===== config.mk =====
export PLATFORM = sky130hd
export DESIGN_NAME = uart_word_cmd
export DESIGN_NICKNAME = d
export VERILOG_FILES = /design/src/rtl/uart_word_cmd.sv
export SDC_FILE = /design/constraint.sdc
export NUM_CORES = 1
export LEC_CHECK = 0
export BUFFER_PORTS_ARGS = -buffer_cell sky130_fd_sc_hd__buf_2
export CAP_MARGIN = 10
export CORE_MARGIN = 2
export CORE_UTILIZATION = 25
export DETAILED_ROUTE_END_ITERATION = 6
export HOLD_SLACK_MARGIN = 0.02
export PLACE_DENSITY = 0.47
export SLEW_MARGIN = 20
export SYNTH_ARGS = -nofsm -noshare
export SYNTH_HDL_FRONTEND = slang
export SYNTH_SLANG_ARGS = --single-unit

===== constraint.sdc =====
create_clock -name clk_i -period 2.4 [get_ports clk_i]
set_input_delay 0.48 -clock clk_i [delete_from_list [all_inputs] [get_ports clk_i]]
set_output_delay 0.48 -clock clk_i [all_outputs]
set_load 0.01 [all_outputs]

===== src/rtl/uart_word_cmd.sv =====
// Command stage between the UART byte widener and narrower: decodes 32-bit
// command words, drives the LED, and returns one response word per accepted input.
module uart_word_cmd #(
  parameter logic [31:0] on_code_p     = 32'h00B835F2,
  parameter logic [31:0] off_code_p    = 32'hC0C0FFEE,
  parameter logic [31:0] ack_on_p      = 32'h4F4E4F4B,
  parameter logic [31:0] ack_off_p     = 32'h4F46464B,
  parameter logic [31:0] nak_p         = 32'h4E414B21,
  parameter int          count_width_p = 16
) (
  input  logic                     clk_i,
  input  logic                     reset_i,
  input  logic [31:0]              s_axis_tdata_i,
  input  logic [3:0]               s_axis_tkeep_i,
  input  logic                     s_axis_tlast_i,
  input  logic                     s_axis_tvalid_i,
  output logic                     s_axis_tready_o,
  output logic [31:0]              m_axis_tdata_o,
  output logic [3:0]               m_axis_tkeep_o,
  output logic                     m_axis_tlast_o,
  output logic                     m_axis_tvalid_o,
  input  logic                     m_axis_tready_i,
  output logic                     led_o,
  output logic                     err_o,
  output logic [count_width_p-1:0] word_count_o
);

  // Handshake: a word moves on either side only in a cycle where valid and
  // ready are both high; the output holds data/keep/last/valid until taken.
  typedef enum logic {ST_EMPTY = 1'b0, ST_FULL = 1'b1} state_t;

  state_t                     state_q;
  logic [31:0]                data_q;
  logic [3:0]                 keep_q;
  logic                       last_q;
  logic                       led_q;
  logic                       err_q;
  logic [count_width_p-1:0]   count_q;

  logic                       accept;
  logic                       partial;
  logic [31:0]                resp_data;
  logic                       led_next;
  logic                       unused_tlast;

  // Frame boundaries carry no meaning for single-word commands.
  assign unused_tlast = s_axis_tlast_i;

  assign s_axis_tready_o = !reset_i && ((state_q == ST_EMPTY) || m_axis_tready_i);
  assign accept          = s_axis_tvalid_i && s_axis_tready_o;
  assign partial         = (s_axis_tkeep_i != 4'hF);

  always_comb begin
    resp_data = s_axis_tdata_i;
    led_next  = led_q;
    if (partial) begin
      resp_data = nak_p;
    end else if (s_axis_tdata_i == on_code_p) begin
      resp_data = ack_on_p;
      led_next  = 1'b1;
    end else if (s_axis_tdata_i == off_code_p) begin
      resp_data = ack_off_p;
      led_next  = 1'b0;
    end
  end

  always_ff @(posedge clk_i or posedge reset_i) begin
    if (reset_i) begin
      state_q <= ST_EMPTY;
      data_q  <= '0;
      keep_q  <= '0;
      last_q  <= 1'b0;
      led_q   <= 1'b0;
      err_q   <= 1'b0;
      count_q <= '0;
    end else begin
      case (state_q)
        ST_EMPTY: begin
          if (accept) state_q <= ST_FULL;
        end
        ST_FULL: begin
          // Accept while draining reloads the register with no bubble.
          if (m_axis_tready_i && !accept) state_q <= ST_EMPTY;
        end
        default: state_q <= ST_EMPTY;
      endcase
      if (accept) begin
        data_q <= resp_data;
        keep_q <= 4'hF;
        last_q <= 1'b1;
        led_q  <= led_next;
        if (partial) err_q <= 1'b1;
        if (count_q != {count_width_p{1'b1}}) count_q <= count_q + count_width_p'(1);
      end
    end
  end

  assign m_axis_tvalid_o = (state_q == ST_FULL);
  assign m_axis_tdata_o  = data_q;
  assign m_axis_tkeep_o  = keep_q;
  assign m_axis_tlast_o  = last_q;
  assign led_o           = led_q;
  assign err_o           = err_q;
  assign word_count_o    = count_q;

endmodule

==> results.py, run 1 <==
metrics = {
    "power": {
        "pwr-share-clk_pct": 27.8,
        "p_total_mw": 1.898,
        "internal-power_mw": 1.342,
        "irDropWorstVdd_uv": 235.9,
        "power_density_nw_per_um2": 623.0,
        "p_leak_nw": 1.405,
        "p_comb_share_pct": 18.2,
        "p_seq_share_pct": 54.1,
        "p_switching_mw": 0.5561,
        "swShare_pct": 29.30,
    },
    "timing": {
        "fmax_ghz": 0.5438,
        "rsz0062_at_grt": "no",
        "tightest_slew_ps": 553.4,
        "setup_tns_ps": 0,
        "maxSlewViolCount": 0,
        "hold_viol": 0,
        "min_period_ps": 1839,
        "relSlewSlack_pct": 62.82,
        "fin_skew_ps": 11.66,
        "finalSetupViolations": 0,
        "post-route-period-util_pct": 76.63,
    },
    "yosys": {
        "ys_types": 45,
        "yosys_register_bits": 52,
        "synth_top_area_share_pct": 55.76,
        "ys_warn_count": 0,
        "synth.avg_cell_area_um2": 11.73,
        "synth_edf_count": 0,
        "synthesis.nets": 241,
        "synth.most_common_cell": "dfrtp_1",
        "synth_common_cells": "dfrtp_1, a32o_1, nand2_1, nor2_1, o32a_1",
        "synthArstFlopShare_pct": 100.0,
        "ys.flop_type": "dfrtp_1",
        "synthCells": 199,
        "yosysTopAreaCell": "dfrtp_1",
        "synthTopCellsByArea": "dfrtp_1, a32o_1, o32a_1, xor2_1, a22o_1",
        "seq_area_frac_synth_pct": 55.76,
        "synth_area_um2": 2333,
    },
    "global_routing": {
        "antenna_found_initial": 0,
        "grt-ovfl-total": 0,
        "grt_pass1_vias": 2017,
        "grt_util_all_layers_pct": 13.52,
        "grt_pass1_wl_um": 10650,
        "grt_max_degree": 39,
    },
    "clocking": {
        "cts.clk_slew.worst_paths_ps": 100,
        "post_cts_resized": 0,
        "cts_max_path_buffers": 2,
        "cts_inserted_buffers": 5,
        "post_cts_buffers": 0,
        "hold_buffers": 0,
        "cts_sinks": 52,
        "htree_levels": 2,
        "clock_latency_ps": 310,
        "cts_tree": "yes",
        "root_buffer": "clkbuf_8",
    },
    "place": {
        "placed_cell_area_um2": 2953,
        "port_buffers": 96,
        "gp_congestion": 0.7549,
        "hpwlAfterDp_um": 4974,
        "place_inst": 401,
    },
    "finish": {
        "design_area_um2": 3047,
        "fill_cells": 935,
        "final_core_util_pct": 33.29,
        "regArea_um2": 1301,
        "fin_cells": 409,
        "diodes": 0,
        "layout.nets": 339,
        "area_growth_syn_to_layout_pct": 30.56,
        "drive_above_1_share_pct": 38.59,
        "multiInputGateArea_um2": 955.9,
    },
    "worst_setup_path": {
        "slowest_delay_ps": 550,
        "cp.arrival_ps": 2050,
        "path_cells": "buf_2 > nand4b_1 > or4_1 > a211o_2 > a32o_1",
        "cp.required_ps": 2610,
        "cp_max_fo": 14,
        "reg2reg_setup_slack_ps": 630,
        "r2r-start": "m_axis_tvalid_o",
        "endpoint": "m_axis_tdata_o[12]",
        "critPathLaunch": "s_axis_tdata_i[4]",
        "slowest_stage": "or4_1",
        "rr_endpoint": "led_o",
        "reg2reg_depth": 4,
        "critical_path_class": "input pin to flop",
        "endpoint_kind": "flop",
        "start_kind": "input pin",
    },
    "drt": {
        "via_per_inst": 4.919,
        "wl_per_cell_um": 16.36,
        "top_layer_used": "met4",
        "wl_met2_um": 3062,
        "wirelength_met1_um": 3106,
        "ant_nets": 0,
        "drtIter0Drc": 68,
        "wl_met3_um": 481,
        "dr.pass1.iters": 4,
        "vias": 2012,
        "drc": 0,
        "totalWireLength_um": 6692,
    },
    "job": {
        "max_cap_violations": 0,
    },
    "floorplanning": {
        "dieArea_um2": 10120,
        "io_pins": 98,
        "die_h_um": 100.6,
        "coreArea_um2": 9153,
        "initial_core_util_pct": 25.50,
        "die_w_um": 100.6,
        "row_count": 35,
    },
    "outcome": {
        "outcome": "finished clean",
    },
    "worst_hold_path": {
        "min_path_type": "input pin to async pin",
    },
}
[per-layer routing]
layer	track usage, %	up-vias
met2	21.90	76
li1	-	959
met3	4.092	6
met4	3.161	0
met5	0	-
met1	17.77	971
[sequential cells by signal (all words and copies together), names as in the netlist]
name,flops
m_axis_tdata_o,32
word_count_o,16
err_o,1
led_o,1
m_axis_tlast_o,1
m_axis_tvalid_o,1
[layout by cell type (no fill, tap or decap), types with 5 or more instances in the layout]
cell type  netlist  routed
nor2_1          10      10
xor2_1           7       7
a21oi_1          5       5
buf_4            4       7
a31oi_1          6       6
nand3_1          5       5
nand2_1         10      10
dfrtp_1         52      52
o32a_1           8       8
a32o_1          10      10
clkbuf_8         0       6
nand4_1          5       5
buf_2            1      96
a22o_1           6       6
xnor2_1          6       6
o21ai_0          5       5
[critical path: cells and delay by family]
| family | cells | cell delay [ps] |
|---|---|---|
| buffers and inverters | 1 | 110 |
| AND/OR/NAND/NOR | 2 | 720 |
| AO/OA/AOI/OAI | 2 | 740 |
[per-stage QoR]
step           setup WS [ps]  hold slack [ps]
6_report               560.9            165.4
3_3_place_gp           245.0            465.5
4_1_cts                560.6            163.2
2_1_floorplan          329.5            504.1
5_1_grt                441.8            179.8
3_5_place_dp           222.7            464.3
[power by group through the flow]
stage	registers, mW	clock network (mW)	logic, mW
final	1.03	0.527	0.345
after global routing	1.04	0.589	0.383
after CTS	1.03	0.551	0.351
after detailed placement	1.04	0	0.351
after global placement	1.04	0	0.347
after floorplan	1.07	0	0.144
[logic make-up (layout without fill, tap and decap cells)]
family                   after synthesis  after routing  synth area share (%)
AO/OA/AOI/OAI                         52             52                 18.18
XOR/XNOR                              13             13                 4.879
adder cells (fa/ha/maj)                1              1                0.5361
buffers and inverters                 14            113                 3.271
flip-flops                            52             52                 55.76
multiplexers                           1              1                0.4825
AND/OR/NAND/NOR                       66             66                 16.89
[layout make-up]
cell class | count | area share [%]
clock buffers | 7 | 2.834
multi-input cells | 133 | 31.38
flip-flops and latches | 52 | 42.71
well taps | 111 | 4.559
inverters | 1 | 0.1232
repair buffers | 104 | 18.15
clock inverters | 1 | 0.2464
[worst min-delay path by stage]
| stage | from | endpoint | slack [ps] | cells past startpoint |
|---|---|---|---|---|
| after global placement | err_o | err_o | 470 | 1 |
| after floorplan | err_o | err_o | 500 | 1 |
| after CTS | reset_i | word_count_o[4] | 160 | 2 |
| final | reset_i | word_count_o[4] | 170 | 2 |
| after detailed placement | err_o | err_o | 460 | 1 |
| after global routing | reset_i | word_count_o[4] | 180 | 2 |
(Power assumes the default switching activity.)
==> run 2, diff against run 1 <==
- clock period: 2.4 -> 1.8 ns (I/O delays scaled with it)
==> results.py, run 2 (synthesis results as in run 1) <==
metrics = {
    "power": {
        "internal-power_mw": 1.942,
        "irDropWorstVdd_uv": 415.7,
        "power_density_nw_per_um2": 825.3,
        "p_leak_nw": 1.554,
        "pwr-share-clk_pct": 29.6,
        "p_comb_share_pct": 20.4,
        "p_total_mw": 2.707,
        "swShare_pct": 28.23,
        "p_seq_share_pct": 50.0,
        "p_switching_mw": 0.7642,
    },
    "timing": {
        "finalSetupViolations": 0,
        "min_period_ps": 1731,
        "rsz0062_at_grt": "no",
        "maxSlewViolCount": 0,
        "setup_tns_ps": 0,
        "hold_viol": 0,
        "whs_ps": 254.2,
        "tightest_slew_ps": 364.1,
        "fin_skew_ps": 5.884,
        "post-route-period-util_pct": 96.18,
        "fmax_ghz": 0.5777,
        "relSlewSlack_pct": 75.38,
    },
    "worst_hold_path": {
        "min_path_type": "input pin to async pin",
    },
    "worst_setup_path": {
        "start_kind": "input pin",
        "cp.required_ps": 1990,
        "rr_endpoint": "m_axis_tdata_o[27]",
        "endpoint_kind": "flop",
        "cp.arrival_ps": 1930,
        "critical_path_class": "input pin to flop",
        "crit_family": "compound AO/OA/AOI/OAI gates",
        "reg2reg_depth": 4,
        "cp_max_fo": 12,
        "path_cells": "buf_2 > nand4bb_1 > or4_1 > a211o_2 > a32o_1",
        "slowest_delay_ps": 530,
        "reg2reg_setup_slack_ps": 130,
        "slowest_stage": "or4_1",
        "cp_num_buf_inv": 1,
        "r2r-start": "m_axis_tvalid_o",
    },
    "global_routing": {
        "grt-ovfl-total": 0,
        "antenna_found_initial": 0,
        "grt_util_all_layers_pct": 14.04,
        "grt_max_degree": 29,
        "grt_pass1_vias": 2104,
        "grt_pass1_wl_um": 10980,
    },
    "floorplanning": {
        "row_count": 35,
        "dieArea_um2": 10120,
        "die_h_um": 100.6,
        "die_w_um": 100.6,
        "coreArea_um2": 9153,
        "initial_core_util_pct": 25.50,
        "io_pins": 98,
    },
    "drt": {
        "wl_per_cell_um": 16.28,
        "ant_nets": 0,
        "dr.pass1.iters": 4,
        "drc": 0,
        "vias": 2131,
        "totalWireLength_um": 7146,
        "via_per_inst": 4.854,
        "drtIter0Drc": 62,
    },
    "clocking": {
        "cts_tree": "yes",
        "root_buffer": "clkbuf_8",
        "htree_levels": 2,
        "cts_sinks": 52,
        "clock_latency_ps": 300,
        "cts_inserted_buffers": 5,
        "post_cts_buffers": 0,
        "post_cts_resized": 0,
        "cts_max_path_buffers": 2,
        "hold_buffers": 0,
        "cts.clk_slew.worst_paths_ps": 90,
    },
    "finish": {
        "area_growth_syn_to_layout_pct": 40.54,
        "fin_cells": 439,
        "final_common_cell": "buf_2",
        "diodes": 0,
        "fill_cells": 922,
        "drive_above_1_share_pct": 44.51,
        "layout.nets": 369,
        "largest_reg_flops": 32,
        "final_cell_mix": "buf_2, dfrtp_1, buf_4",
        "design_area_um2": 3279,
    },
    "place": {
        "gp_congestion": 0.8197,
        "placed_cell_area_um2": 3166,
        "hpwlAfterDp_um": 5457,
        "port_buffers": 96,
        "place_inst": 431,
    },
    "outcome": {
        "outcome": "finished clean",
    },
    "job": {
        "max_cap_violations": 0,
    },
}
## run 2: cell types whose count changed in the layout (fill, tap and decap cells not counted), sizes merged
cell      delta
clkinvlp     -1
bufinv       +1
clkbuf       -1
buf         +30
clkinv       +1
## run 2: worst min-delay path, cell delays in order
cell   delay [ps]
buf_2         110
buf_4         140
inv_2          50
buf_4         300
## run 2: power groups by stage
| stage | clock network (mW) | logic, mW | registers [mW] |
|---|---|---|---|
| floorplan | 0 | 0.192 | 1.43 |
| global placement | 0 | 0.555 | 1.37 |
| detailed placement | 0 | 0.558 | 1.38 |
| CTS | 0.837 | 0.560 | 1.36 |
| global route | 0.860 | 0.611 | 1.37 |
| finish | 0.802 | 0.552 | 1.35 |
## run 2: area by class of cell
cell class | instances | area, um2 | area share, %
sequential | 52 | 1301 | 39.68
multi-input combinational | 133 | 962.2 | 29.34
inverter | 1 | 3.754 | 0.1145
clock buffer | 6 | 72.57 | 2.213
clock inverter | 2 | 35.03 | 1.068
timing repair buffer | 134 | 765.7 | 23.35
tap | 111 | 138.9 | 4.235
## run 2: worst max path at each step
| stage | to | cells past startpoint | slack, ps | from |
|---|---|---|---|---|
| detailed placement | m_axis_tdata_o[2] | 5 | -240 | s_axis_tdata_i[4] |
| finish | m_axis_tdata_o[2] | 5 | 70 | s_axis_tdata_i[20] |
| CTS | m_axis_tdata_o[2] | 5 | 100 | s_axis_tdata_i[4] |
| global route | m_axis_tdata_o[3] | 6 | 20 | s_axis_tdata_i[20] |
| floorplan | m_axis_tdata_o[23] | 6 | -150 | s_axis_tdata_i[4] |
| global placement | m_axis_tdata_o[20] | 5 | -220 | s_axis_tdata_i[4] |
## run 2: stage by stage
| stage | utilization, % | setup slack (ps) |
|---|---|---|
| detailed placement | 34.59 | -241.9 |
| global placement | 34.59 | -216.5 |
| global route | 35.83 | 20.76 |
| CTS | 35.76 | 95.56 |
| finish | 35.83 | 68.85 |
| floorplan | - | -150.5 |
## run 2: metal layers
metal	part of all wire [%]	vias up	wire [um]	GRT usage [%]
li1	-	1022	-	-
met1	48	1046	3413	19.97
met2	47	59	3381	22.56
met3	4.0	4	288	2.150
met4	0.87	0	62	3.161
met5	0	-	0	0
==> run 3, diff against run 2 <==
==> constraint.sdc (replaced) <==
create_clock -name clk_i -period 1.8 [get_ports clk_i]
set_input_delay 0.09 -clock clk_i [delete_from_list [all_inputs] [get_ports clk_i]]
set_output_delay 0.09 -clock clk_i [all_outputs]
set_load 0.01 [all_outputs]
==> results.py, run 3 (synthesis results as in run 1) <==
metrics = {
    "floorplanning": {
        "die_h_um": 100.6,
        "row_count": 35,
        "dieArea_um2": 10120,
        "io_pins": 98,
        "coreArea_um2": 9153,
        "die_w_um": 100.6,
        "initial_core_util_pct": 25.50,
    },
    "finish": {
        "final_common_cell": "buf_2",
        "diodes": 0,
        "layout.nets": 363,
        "area_growth_syn_to_layout_pct": 38.87,
        "fin_cells": 433,
        "final_cell_mix": "buf_2, dfrtp_1, buf_4",
        "design_area_um2": 3241,
        "drive_above_1_share_pct": 41.30,
        "largest_reg_flops": 32,
    },
    "global_routing": {
        "grt_pass1_vias": 2218,
        "grt-ovfl-total": 0,
        "antenna_found_initial": 0,
        "grt_max_degree": 26,
        "grt_util_all_layers_pct": 14.43,
        "grt_pass1_wl_um": 11450,
    },
    "timing": {
        "relSlewSlack_pct": 73.27,
        "min_period_ps": 1725,
        "whs_ps": 24.45,
        "hold_viol": 0,
        "fmax_ghz": 0.5798,
        "rsz0062_at_grt": "no",
        "setup_tns_ps": 0,
        "finalSetupViolations": 0,
        "fin_skew_ps": 7.325,
        "post-route-period-util_pct": 95.83,
        "tightest_slew_ps": 395.4,
        "maxSlewViolCount": 0,
    },
    "drt": {
        "vias": 2121,
        "via_per_inst": 4.898,
        "totalWireLength_um": 7190,
        "dr.pass1.iters": 4,
        "ant_nets": 0,
        "drc": 0,
        "wl_per_cell_um": 16.61,
        "drtIter0Drc": 38,
    },
    "worst_setup_path": {
        "start_kind": "input pin",
        "r2r-start": "word_count_o[4]",
        "cp_max_fo": 4,
        "cp.required_ps": 2030,
        "endpoint_kind": "flop",
        "critPathLaunch": "reset_i",
        "critical_path_class": "input pin to flop",
        "cp.arrival_ps": 1960,
    },
    "clocking": {
        "post_cts_buffers": 0,
        "cts_tree": "yes",
        "htree_levels": 2,
        "cts_sinks": 52,
        "root_buffer": "clkbuf_8",
        "clock_latency_ps": 310,
        "cts.clk_slew.worst_paths_ps": 100,
        "cts_inserted_buffers": 5,
        "cts_max_path_buffers": 2,
    },
    "outcome": {
        "outcome": "finished clean",
    },
    "worst_hold_path": {
        "min_from": "s_axis_tdata_i[19]",
        "min_path_type": "input pin to flop",
    },
    "power": {
        "power_density_nw_per_um2": 794.7,
        "irDropWorstVdd_uv": 314.2,
        "p_leak_nw": 1.514,
    },
    "job": {
        "max_cap_violations": 0,
    },
    "place": {
        "hpwlAfterDp_um": 5467,
        "port_buffers": 96,
        "placed_cell_area_um2": 3080,
        "gp_congestion": 0.7820,
        "place_inst": 418,
    },
}
[run 3: cell types whose count changed in the layout (fill, tap and decap cells not counted), sizes merged]
cell,previous run,this run
dlygate4sd3,0,7
bufinv,1,0
buf,134,121
clkinvlp,0,1
[run 3: final timing paths]
| check | slack, ps | depth (start not counted) | to |
|---|---|---|---|
| hold reg to reg | 490 | 1 | err_o |
| setup / recovery | 80 | 7 | word_count_o[13] |
| max in group asynchronous | 950 | 4 | m_axis_tlast_o |
| hold / removal | 20 | 2 | m_axis_tdata_o[19] |
| min in group asynchronous | 340 | 3 | word_count_o[9] |
| setup reg to reg | 120 | 5 | word_count_o[14] |
[run 3: power breakdown]
group / switching [mW] / leakage (nW) / internal, mW
sequential: 0.0801 / 0.636 / 1.27
combinational: 0.292 / 0.837 / 0.255
clock: 0.401 / 0.0414 / 0.278
total: 0.773 / 1.51 / 1.80
[run 3: repair_timing]
item / CTS / global route
hold endpoints to repair: 20 / 0
gates resized for setup: 0 / 1
hold buffers: 7 / 0
endpoints found under the setup margin: 0 / 4
[run 3: routing by layer]
metal	track usage (%)	vias to the layer above	wire, um
li1	-	1006	-
met1	19.69	1061	3427
met2	23.74	47	3361
met3	2.219	7	322
met4	4.110	0	78
met5	0	-	0
[run 3: final cells by class]
cell class,count,area (um2)
Fill cell,944,5912
Sequential cell,52,1301
Multi-Input combinational cell,133,957.2
Timing Repair Buffer,128,750.7
Tap cell,111,138.9
Clock buffer,6,72.57
Clock inverter,2,16.27
Inverter,1,3.754
[run 3: stage by stage]
step / util [%] / worst slack [ps] / power, mW
finish: 35.41 / 75.14 / 2.575
global route: 35.41 / 3.476 / 2.722
CTS: 35.39 / 86.28 / 2.620
detailed placement: 33.66 / 34.39 / 1.916
global placement: 33.66 / 17.58 / 1.911
floorplan: - / 4.265 / 1.619
[run 3: critical path, cell delays in order]
cell and delay (ps):
dlygate4sd3_1 530, buf_2 150, nand2b_1 150, buf_4 140, or3_1 410, nor4_1 310, xor2_1 170
